$ cat src/rtl/arm_rf_pkg.sv
// Shared defaults and FSM state type for the scoreboarded register file.
package arm_rf_pkg;

  localparam int DEF_DATA_W   = 32;
  localparam int DEF_NUM_REGS = 15;
  localparam int DEF_ADDR_W   = 4;

  typedef enum logic {
    ST_INIT,
    ST_IDLE
  } rf_state_e;

endpackage

$ cat src/rtl/rf_scoreboard.sv
// Per-register pending bits: set by issue, cleared by writeback, bulk clear on re-init.
module rf_scoreboard
  import arm_rf_pkg::*;
#(
  parameter int NUM_REGS = DEF_NUM_REGS,
  parameter int ADDR_W   = DEF_ADDR_W
) (
  input  logic                clk,
  input  logic                reset,
  input  logic                clear,
  input  logic                set_en,
  input  logic [ADDR_W-1:0]   set_addr,
  input  logic                clr_en,
  input  logic [ADDR_W-1:0]   clr_addr,
  output logic [NUM_REGS-1:0] busy
);

  // Set is tested first so a same-cycle issue and writeback leaves the bit set.
  always_ff @(posedge clk) begin
    if (!reset || clear) begin
      busy <= '0;
    end else begin
      for (int unsigned r = 0; r < NUM_REGS; r++) begin
        if (set_en && set_addr == ADDR_W'(r)) begin
          busy[r] <= 1'b1;
        end else if (clr_en && clr_addr == ADDR_W'(r)) begin
          busy[r] <= 1'b0;
        end
      end
    end
  end

endmodule

$ cat src/rtl/reg_file_sb.sv
// Multi-port register file with write-through bypass, issue scoreboard and
// an init sweep that loads each register with its own index.
module reg_file_sb
  import arm_rf_pkg::*;
#(
  parameter int DATA_W   = DEF_DATA_W,
  parameter int NUM_REGS = DEF_NUM_REGS,
  parameter int NUM_RD   = 3,
  parameter int ADDR_W   = DEF_ADDR_W
) (
  input  logic                     clk,
  input  logic                     reset,
  input  logic [NUM_RD*ADDR_W-1:0] rd_addr,
  output logic [NUM_RD*DATA_W-1:0] rd_data,
  output logic [NUM_RD-1:0]        rd_busy,
  input  logic                     issue_en,
  input  logic [ADDR_W-1:0]        issue_dest,
  input  logic                     wb_en,
  input  logic [ADDR_W-1:0]        wb_dest,
  input  logic [DATA_W-1:0]        wb_data,
  input  logic                     init_start,
  output logic                     init_busy
);

  logic [DATA_W-1:0]   regs [NUM_REGS];
  rf_state_e           state_q, state_d;
  logic [ADDR_W-1:0]   cnt_q;
  logic [NUM_REGS-1:0] busy;
  logic                idle;
  logic                sweep_last;
  logic                restart;
  logic                wb_write;

  assign idle       = (state_q == ST_IDLE);
  assign sweep_last = (int'(cnt_q) == NUM_REGS - 1);
  assign restart    = idle && init_start;
  assign wb_write   = idle && wb_en && (int'(wb_dest) < NUM_REGS);
  assign init_busy  = !idle;

  always_comb begin
    state_d = state_q;
    case (state_q)
      ST_INIT: if (sweep_last) state_d = ST_IDLE;
      ST_IDLE: if (init_start) state_d = ST_INIT;
      default: state_d = ST_INIT;
    endcase
  end

  always_ff @(posedge clk) begin
    if (!reset) begin
      state_q <= ST_INIT;
      cnt_q   <= '0;
    end else begin
      state_q <= state_d;
      if (!idle) begin
        cnt_q <= cnt_q + 1'b1;
      end else if (restart) begin
        cnt_q <= '0;
      end
    end
  end

  always_ff @(posedge clk) begin
    if (!reset) begin
      regs <= '{default: '0};
    end else if (!idle) begin
      regs[cnt_q] <= DATA_W'(cnt_q);
    end else if (wb_write) begin
      regs[wb_dest] <= wb_data;
    end
  end

  // Issue/writeback only reach the scoreboard in IDLE; out-of-range
  // addresses match no bit and so fall away there.
  rf_scoreboard #(
    .NUM_REGS (NUM_REGS),
    .ADDR_W   (ADDR_W)
  ) u_scoreboard (
    .clk      (clk),
    .reset    (reset),
    .clear    (restart),
    .set_en   (idle && issue_en),
    .set_addr (issue_dest),
    .clr_en   (idle && wb_en),
    .clr_addr (wb_dest),
    .busy     (busy)
  );

  for (genvar k = 0; k < NUM_RD; k++) begin : g_rd
    logic [ADDR_W-1:0] a;
    logic              in_range;

    assign a        = rd_addr[k*ADDR_W +: ADDR_W];
    assign in_range = (int'(a) < NUM_REGS);
    assign rd_busy[k] = in_range && busy[a];
    assign rd_data[k*DATA_W +: DATA_W] =
      !in_range                       ? '0      :
      (idle && wb_en && wb_dest == a) ? wb_data :
                                        regs[a];
  end

endmodule
$ cat config.mk
export PLATFORM = sky130hd
export DESIGN_NAME = reg_file_sb
export DESIGN_NICKNAME = d
export VERILOG_FILES = /design/src/rtl/arm_rf_pkg.sv /design/src/rtl/rf_scoreboard.sv /design/src/rtl/reg_file_sb.sv
export SDC_FILE = /design/constraint.sdc
export NUM_CORES = 2
export LEC_CHECK = 0
export CAP_MARGIN = 20
export CORE_MARGIN = 5
export CORE_UTILIZATION = 33
export DETAILED_ROUTE_END_ITERATION = 8
export GPL_ROUTABILITY_DRIVEN = 1
export GPL_TIMING_DRIVEN = 0
export HOLD_SLACK_MARGIN = 0.03
export PLACE_DENSITY = 0.46
export SLEW_MARGIN = 10
export SYNTH_ARGS = -nofsm -noshare
export SYNTH_HDL_FRONTEND = slang
export SYNTH_HIERARCHICAL = 1
export SYNTH_SLANG_ARGS = --single-unit
export TNS_END_PERCENT = 50
$ cat constraint.sdc
create_clock -name clk -period 2.5 [get_ports clk]
set_input_delay 0.375 -clock clk [delete_from_list [all_inputs] [get_ports clk]]
set_output_delay 0.375 -clock clk [all_outputs]
set_load 0.05 [all_outputs]
**Yosys cells after proc, flatten, opt, wreduce, memory -nomap -nowiden**

Index checks and enable logic that the tools add are counted.

- Output and inout bits: 100
- Input port bits: 57
- Flip-flop bits (word level): 500
- Memories kept: 0
- Memory bits (read-only): 0
- Word-level logic and storage cells: 213
- RAM bits: 0
- Bits in latches: 0

- Divide/modulo/power cells: 0
- Reductions and logical operators: 62
- Multiply operators: 0
- $add $sub $neg: 1
- Eq/ne operators: 34
- Shift-type cells: 0
- Multiplexer cells: 64
- Magnitude comparators: 14
- Bitwise gates (word level): 6

Operator list:

| operator | count |
|---|---|
| 480-bit bitwise mux | 2 |
| 480-bit 2-to-1 mux | 2 |
| 32-bit 2-to-1 mux | 14 |
| 32-bit binary-select mux with 4-bit select | 3 |
| 32-bit demux with 4-bit select | 2 |
| 4-bit == test, second input constant | 14 |
| 1-bit logical AND | 42 |
| 1-bit 2-to-1 mux | 35 |
| 4-bit by 3-bit == test with 1-bit output, second input constant | 8 |
| 2-bit nonzero test | 15 |
| 5-bit greater-or-equal comparator, second input constant | 5 |
| 4-bit inverter with 5-bit output | 5 |
| 4-bit by 2-bit == test with 1-bit output, second input constant | 5 |
| 4-bit < comparator, second input constant | 4 |
| 4-bit by 5-bit < comparator with 1-bit output, second input constant | 3 |
| 1-bit binary-select mux with 4-bit select | 3 |
| 4-bit == test | 3 |
| 5-bit by 1-bit < comparator with 1-bit output, second input constant | 2 |
| 4-bit by 1-bit == test with 1-bit output, second input constant | 2 |
| 4-bit logical NOT | 2 |
| 4-bit 2-to-1 mux | 2 |
| 4-bit by 1-bit adder with 4-bit output, second input constant | 1 |
| 2-bit by 1-bit inequality test with 1-bit output, second input constant | 2 |
| 1-bit logical NOT | 2 |
| 3 further kinds | 3 |

**Depth between registers and ports, before layout**

- Depth in word-level cells: 8
- Depth in mapped cells: 10
- Gate-level depth less buffers: 7

**Modules after synthesis**

Netlist, hierarchy kept.

By module, submodules not included:

| module | cells an instance | sequential area each (µm²) | area an instance (µm²) | times used |
|---|---|---|---|---|
| reg_file_sb | 3,575 | 9,709.3 | 32,421.1 | 1 |
| rf_scoreboard | 71 | 300.3 | 681.9 | 1 |

**Worst setup path before layout**

OpenSTA, ideal clock, no wires.

- Path type: input to output
- From: in rd_addr[2]
- To: out rd_data[30]
- Required time: 2.125 ns
- Cell stages on the path: 7
- Slack: -0.448 ns
- Path buffers: 3
- Arrival: 2.573 ns
- Path through: buf_2 > buf_6 > xor2_1 > nor3_2 > nand3_4 > buf_2 > o31ai_1

- Cells in the longest elaborated chain, start to end: 6
- Elaborated cells between the ends (all ways): 9
- Those cells by class: order compare: 1; eq/ne: 1; mux: 5; bitwise: 1; reduce/logical: 1

Ends and longest elaborated chain:

| item | RTL line | RTL |
|---|---|---|
| start: declaration | reg_file_sb.sv:13 | `input logic [NUM_RD*ADDR_W-1:0] rd_addr,` |
| 4-bit inverter with 5-bit output (not written as such) | reg_file_sb.sv:99 | `regs[a];` |
| 32-bit binary-select mux with 4-bit select | reg_file_sb.sv:99 |  |
| 32-bit 2-to-1 mux (not written as such) (2 in a row) | reg_file_sb.sv:99 |  |
| 32-bit 2-to-1 mux | reg_file_sb.sv:98 | `(idle && wb_en && wb_dest == a) ? wb_data :` |
| 32-bit 2-to-1 mux (*) | reg_file_sb.sv:97 | `!in_range ? '0 :` |
| end: declaration | reg_file_sb.sv:14 | `output logic [NUM_RD*DATA_W-1:0] rd_data,` |

Mark *: on every way between the ends. The rest lies on a longest branch, timed or not. The select of a mux whose other input is x is not followed.

**Worst setup path after layout**

- From: reg regs[75] (netlist bit)
- To: out rd_data[43]

- Cells in the longest elaborated chain, start to end: 5

Ends and longest elaborated chain:

| item | RTL line | RTL |
|---|---|---|
| start: declaration | reg_file_sb.sv:25 | `logic [DATA_W-1:0] regs [NUM_REGS];` |
| start signal: indexed assignment | reg_file_sb.sv:67 | `regs[cnt_q] <= DATA_W'(cnt_q);` |
| start signal: indexed assignment | reg_file_sb.sv:69 | `regs[wb_dest] <= wb_data;` |
| 32-bit binary-select mux with 4-bit select | reg_file_sb.sv:99 |  |
| 32-bit 2-to-1 mux (not written as such) (2 in a row) | reg_file_sb.sv:99 |  |
| 32-bit 2-to-1 mux | reg_file_sb.sv:98 |  |
| 32-bit 2-to-1 mux | reg_file_sb.sv:97 |  |

Every way passes these cells. The select of a mux whose other input is x is not followed.

==> impl_metrics.csv <==
group,metric,value,unit
logic_synthesis,synthFlopType,"dfxtp_1",
grt,grt_max_degree,15,
outcome,outcome,"finished, violations left",
power_and_ir_drop,internal_power,15.03,mW
cells_and_area,fin_area,42580,sq um
clock_network,clockBufferDepth,3,
placement,dpl.hpwl,137.4,mm
worst_setup_path,slowest_delay,380,ps
grt,grt_pass1_vias,31930,
floorplan,die_x,326.7,microns
grt,antenna_found_initial,6,
worst_hold_path,holdPathEnd,"u_scoreboard/busy[11]$_SDFFE_PP0P_",
drt,viasPerCell,6.406,
worst_setup_path,path_buf_inv,2,
sta,max_freq,0.3460,GHz
cells_and_area,syn_to_final_growth,28.63,%
worst_setup_path,worst_setup_path_start_kind,"register",
worst_setup_path,crit_family,"compound AO/OA/AOI/OAI gates",
floorplan,die_h,326.7,microns
sta,worst_pin_slew,1289,ps
sta,setup_viol,117,
power_and_ir_drop,power,21.44,mW
floorplan,ioPinCount,157,
logic_synthesis,yosys_warnings,6,
worst_setup_path,worstSetupEndpointType,"primary output",
drt,routed_wirelength,178.2,mm
logic_synthesis,yosysSeqAreaShare,0.3024,
placement,detailedPlace.worstSlack,-2105,ps
sta,finClkSkew,24.15,ps
logic_synthesis,syn_nets,3707,
clock_network,clockRootBuffer,"clkbuf_16",
power_and_ir_drop,powerDensity,503.4,nW/um^2
logic_synthesis,netlist_instances,3646,
sta,slew_viol_final,0,
cells_and_area,nNetsFinal,3984,
worst_setup_path,r2r_setup_slack,-240,ps
worst_hold_path,holdCritStartpoint,"wb_dest[0]",
power_and_ir_drop,p_comb_frac,0.160,
grt,grt_pass1_wl,247.4,mm
worst_setup_path,critPathRequiredTime,2120,ps
worst_setup_path,path_class,"reg2out",
placement,numPortBuffers,142,
grt,globalRouteOverflowTotal,0,
power_and_ir_drop,p_seq_frac,0.372,
clock_network,cts-buffers-inserted,60,
grt,grt_usage,0.3197,
drt,via_count,33750,
sta,finalCriticalPeriod,2890,ps
cells_and_area,drive_above_1_share,0.3369,
clock_network,numClockSinks,500,
worst_setup_path,r2r_cells,9,
drt,dr.pass1.iters,6,
logic_synthesis,synth-edff-count,0,
logic_synthesis,synth_area_per_cell,9.079,sq um
sta,finalHoldViolCount,0,
worst_setup_path,cp_max_fo,4,
worst_setup_path,crit_chain,"buf_4, mux2i_2, o221ai_2, o211ai_1, o211a_1, nor3_4, buf_6",
floorplan,coreArea,99860,sq um
clock_network,cts_max_level,2,
power_and_ir_drop,swShare,0.2987,
power_and_ir_drop,power_switching,6.402,mW
drt,drt_iter0_drc,4328,
floorplan,initial_core_util,0.3315,
worst_setup_path,startpoint,"regs[75]$_SDFFE_PN0P_",
floorplan,die_area,106700,sq um
placement,placed_cell_area,36330,sq um
clock_network,tritoncts,"done",
drt,wl_per_cell,33.82,microns
worst_setup_path,r2r-end,"regs[383]$_SDFFE_PN0P_",
floorplan,rows,116,
clock_network,path_clk_slew,60,ps
logic_synthesis,synth-async-reset-ratio,0,
sta,setup_slack,-390.1,ps
run,maxCapViolCount,0,
power_and_ir_drop,cellLeakagePower,14.09,nW
logic_synthesis,ys_types,70,
sta,rsz0062_at_grt,"yes",
worst_setup_path,reg2reg_from,"idle$_SDFF_PN0_",
drt,ant_nets,0,
logic_synthesis,syn_area,33100,sq um
worst_setup_path,cpMaxStageDelayCell,"dfxtp_4",
outcome,failed_checks,"setup timing",
worst_hold_path,holdPathStages,3,
drt,drc,0,
clock_network,clock_latency,670,ps
worst_setup_path,arrival,2520,ps
power_and_ir_drop,p_clk_frac,0.468,
placement,gp_congestion,1.026,
sta,period_share,1.156,
power_and_ir_drop,ir_drop,0.0004432,V
worst_hold_path,min_path_type,"in2reg",
sta,relSlewSlack,0.1409,
logic_synthesis,synth_seq_cells,500,
==> cell families after synthesis <==
kind of cell,Yosys count,synth area share
buffers and inverters,498,0.07038
adder cells (fa/ha/maj),4,0.001512
AND/OR/NAND/NOR,1291,0.1883
XOR/XNOR,12,0.003175
AO/OA/AOI/OAI,838,0.1699
flip-flops,500,0.3024
multiplexers,503,0.2644
==> worst reg2reg max path, delay by kind of cell, from the launching register on <==
family,cells,cell delay [ps]
buf+inv,5,1400
compound gates,2,690
flops,1,380
simple gates,2,210
==> cell usage after synthesis (12+ instances only) <==
library cell	instances	area [sq um]
a21oi_1	456	2282
a32o_1	12	120.1
buf_1	14	52.55
buf_2	141	705.7
buf_4	50	375.4
buf_6	12	135.1
clkbuf_1	230	863.3
dfxtp_1	500	10010
inv_1	45	168.9
mux2i_1	206	2062
mux4_2	297	6689
nand2_1	161	604.3
nand2b_1	12	75.07
nand3_1	46	230.2
nand4_1	64	400.4
nor2_1	489	1836
nor3_1	404	2022
nor3_2	61	610.6
o211a_1	94	940.9
o211ai_1	96	720.7
o21ai_0	23	115.1
o221ai_1	96	840.8
==> timing repair <==
item	4_1_cts	5_1_grt
hold buffers	0	0
hold endpoints to repair	0	0
buffers inserted	55	28
pin swaps	104	148
gates cloned	8	1
endpoints found under the setup margin	504	521
gates resized for setup	1297	374
==> stage by stage <==
stage | hold slack, ps | util | TNS, ps | std cells
after detailed placement | 446.4 | 0.3638 | -558090 | 5086
after CTS | 159.1 | 0.4148 | -31060 | 5252
after global placement | 437.5 | 0.3638 | -567470 | 5086
final | 141.3 | 0.4264 | -22220 | 5269
after floorplan | 431.9 | - | -12700 | 3646
after global routing | 146.2 | 0.4264 | -24540 | 5268
==> sequential cells by signal (all words and copies together), names as in the netlist <==
| name | flops |
|---|---|
| cnt_q | 4 |
| u_scoreboard/busy | 15 |
| idle | 1 |
| regs | 480 |
==> area by class of cell <==
| class | instances | area, sq um |
|---|---|---|
| inverter | 50 | 203.9 |
| timing repair buffer | 225 | 2421 |
| sequential | 500 | 10180 |
| tap | 1298 | 1624 |
| fill | 9842 | 57270 |
| multi-input combinational | 2651 | 22900 |
| clock buffer | 73 | 1642 |
| buffer | 435 | 3065 |
| clock inverter | 35 | 539.3 |
| antenna | 2 | 5.005 |
==> cells in the final DEF (no fill, tap or decap), types with 57 or more instances in the layout <==
cell type | netlist | routed
buf_4 | 50 | 106
dfxtp_1 | 500 | 386
buf_6 | 12 | 170
mux2i_1 | 206 | 159
clkbuf_16 | 0 | 67
nor3_2 | 61 | 66
a21oi_1 | 456 | 452
buf_2 | 141 | 57
nor3_1 | 404 | 342
nand4_1 | 64 | 64
nand2_1 | 161 | 161
o211a_1 | 94 | 85
dfxtp_2 | 0 | 101
clkbuf_1 | 230 | 141
mux4_2 | 297 | 297
nor2_1 | 489 | 462
o211ai_1 | 96 | 96
nor3_4 | 0 | 57
==> power by group through the flow <==
stage               combinational, mW  clock (mW)  sequential, mW
floorplan                        1.62           0            8.16
global placement                 2.89           0            8.16
detailed placement               2.89           0            8.16
CTS                              3.22        10.1            7.98
global route                     3.46        10.4            7.97
finish                           3.43        10.0            7.98
==> routing by layer <==
metal	vias to the layer above	part of all wire	wire, microns	track usage
met5	-	0.00013	24	0
met4	4	0.045	8055	0.1146
met3	394	0.11	19940	0.09133
met2	2053	0.44	78630	0.4977
met1	16970	0.40	71540	0.4256
li1	14340	-	-	-
==> worst max-delay path by stage <==
stage	end	slack (ps)	cells after the start
2_1_floorplan	rd_data[17]	-410	8
3_3_place_gp	rd_data[26]	-2140	9
3_5_place_dp	rd_data[26]	-2100	9
4_1_cts	rd_data[67]	-340	5
5_1_grt	rd_data[75]	-420	6
6_report	rd_data[43]	-390	7
Note: power is estimated with default switching activity, not from simulation.
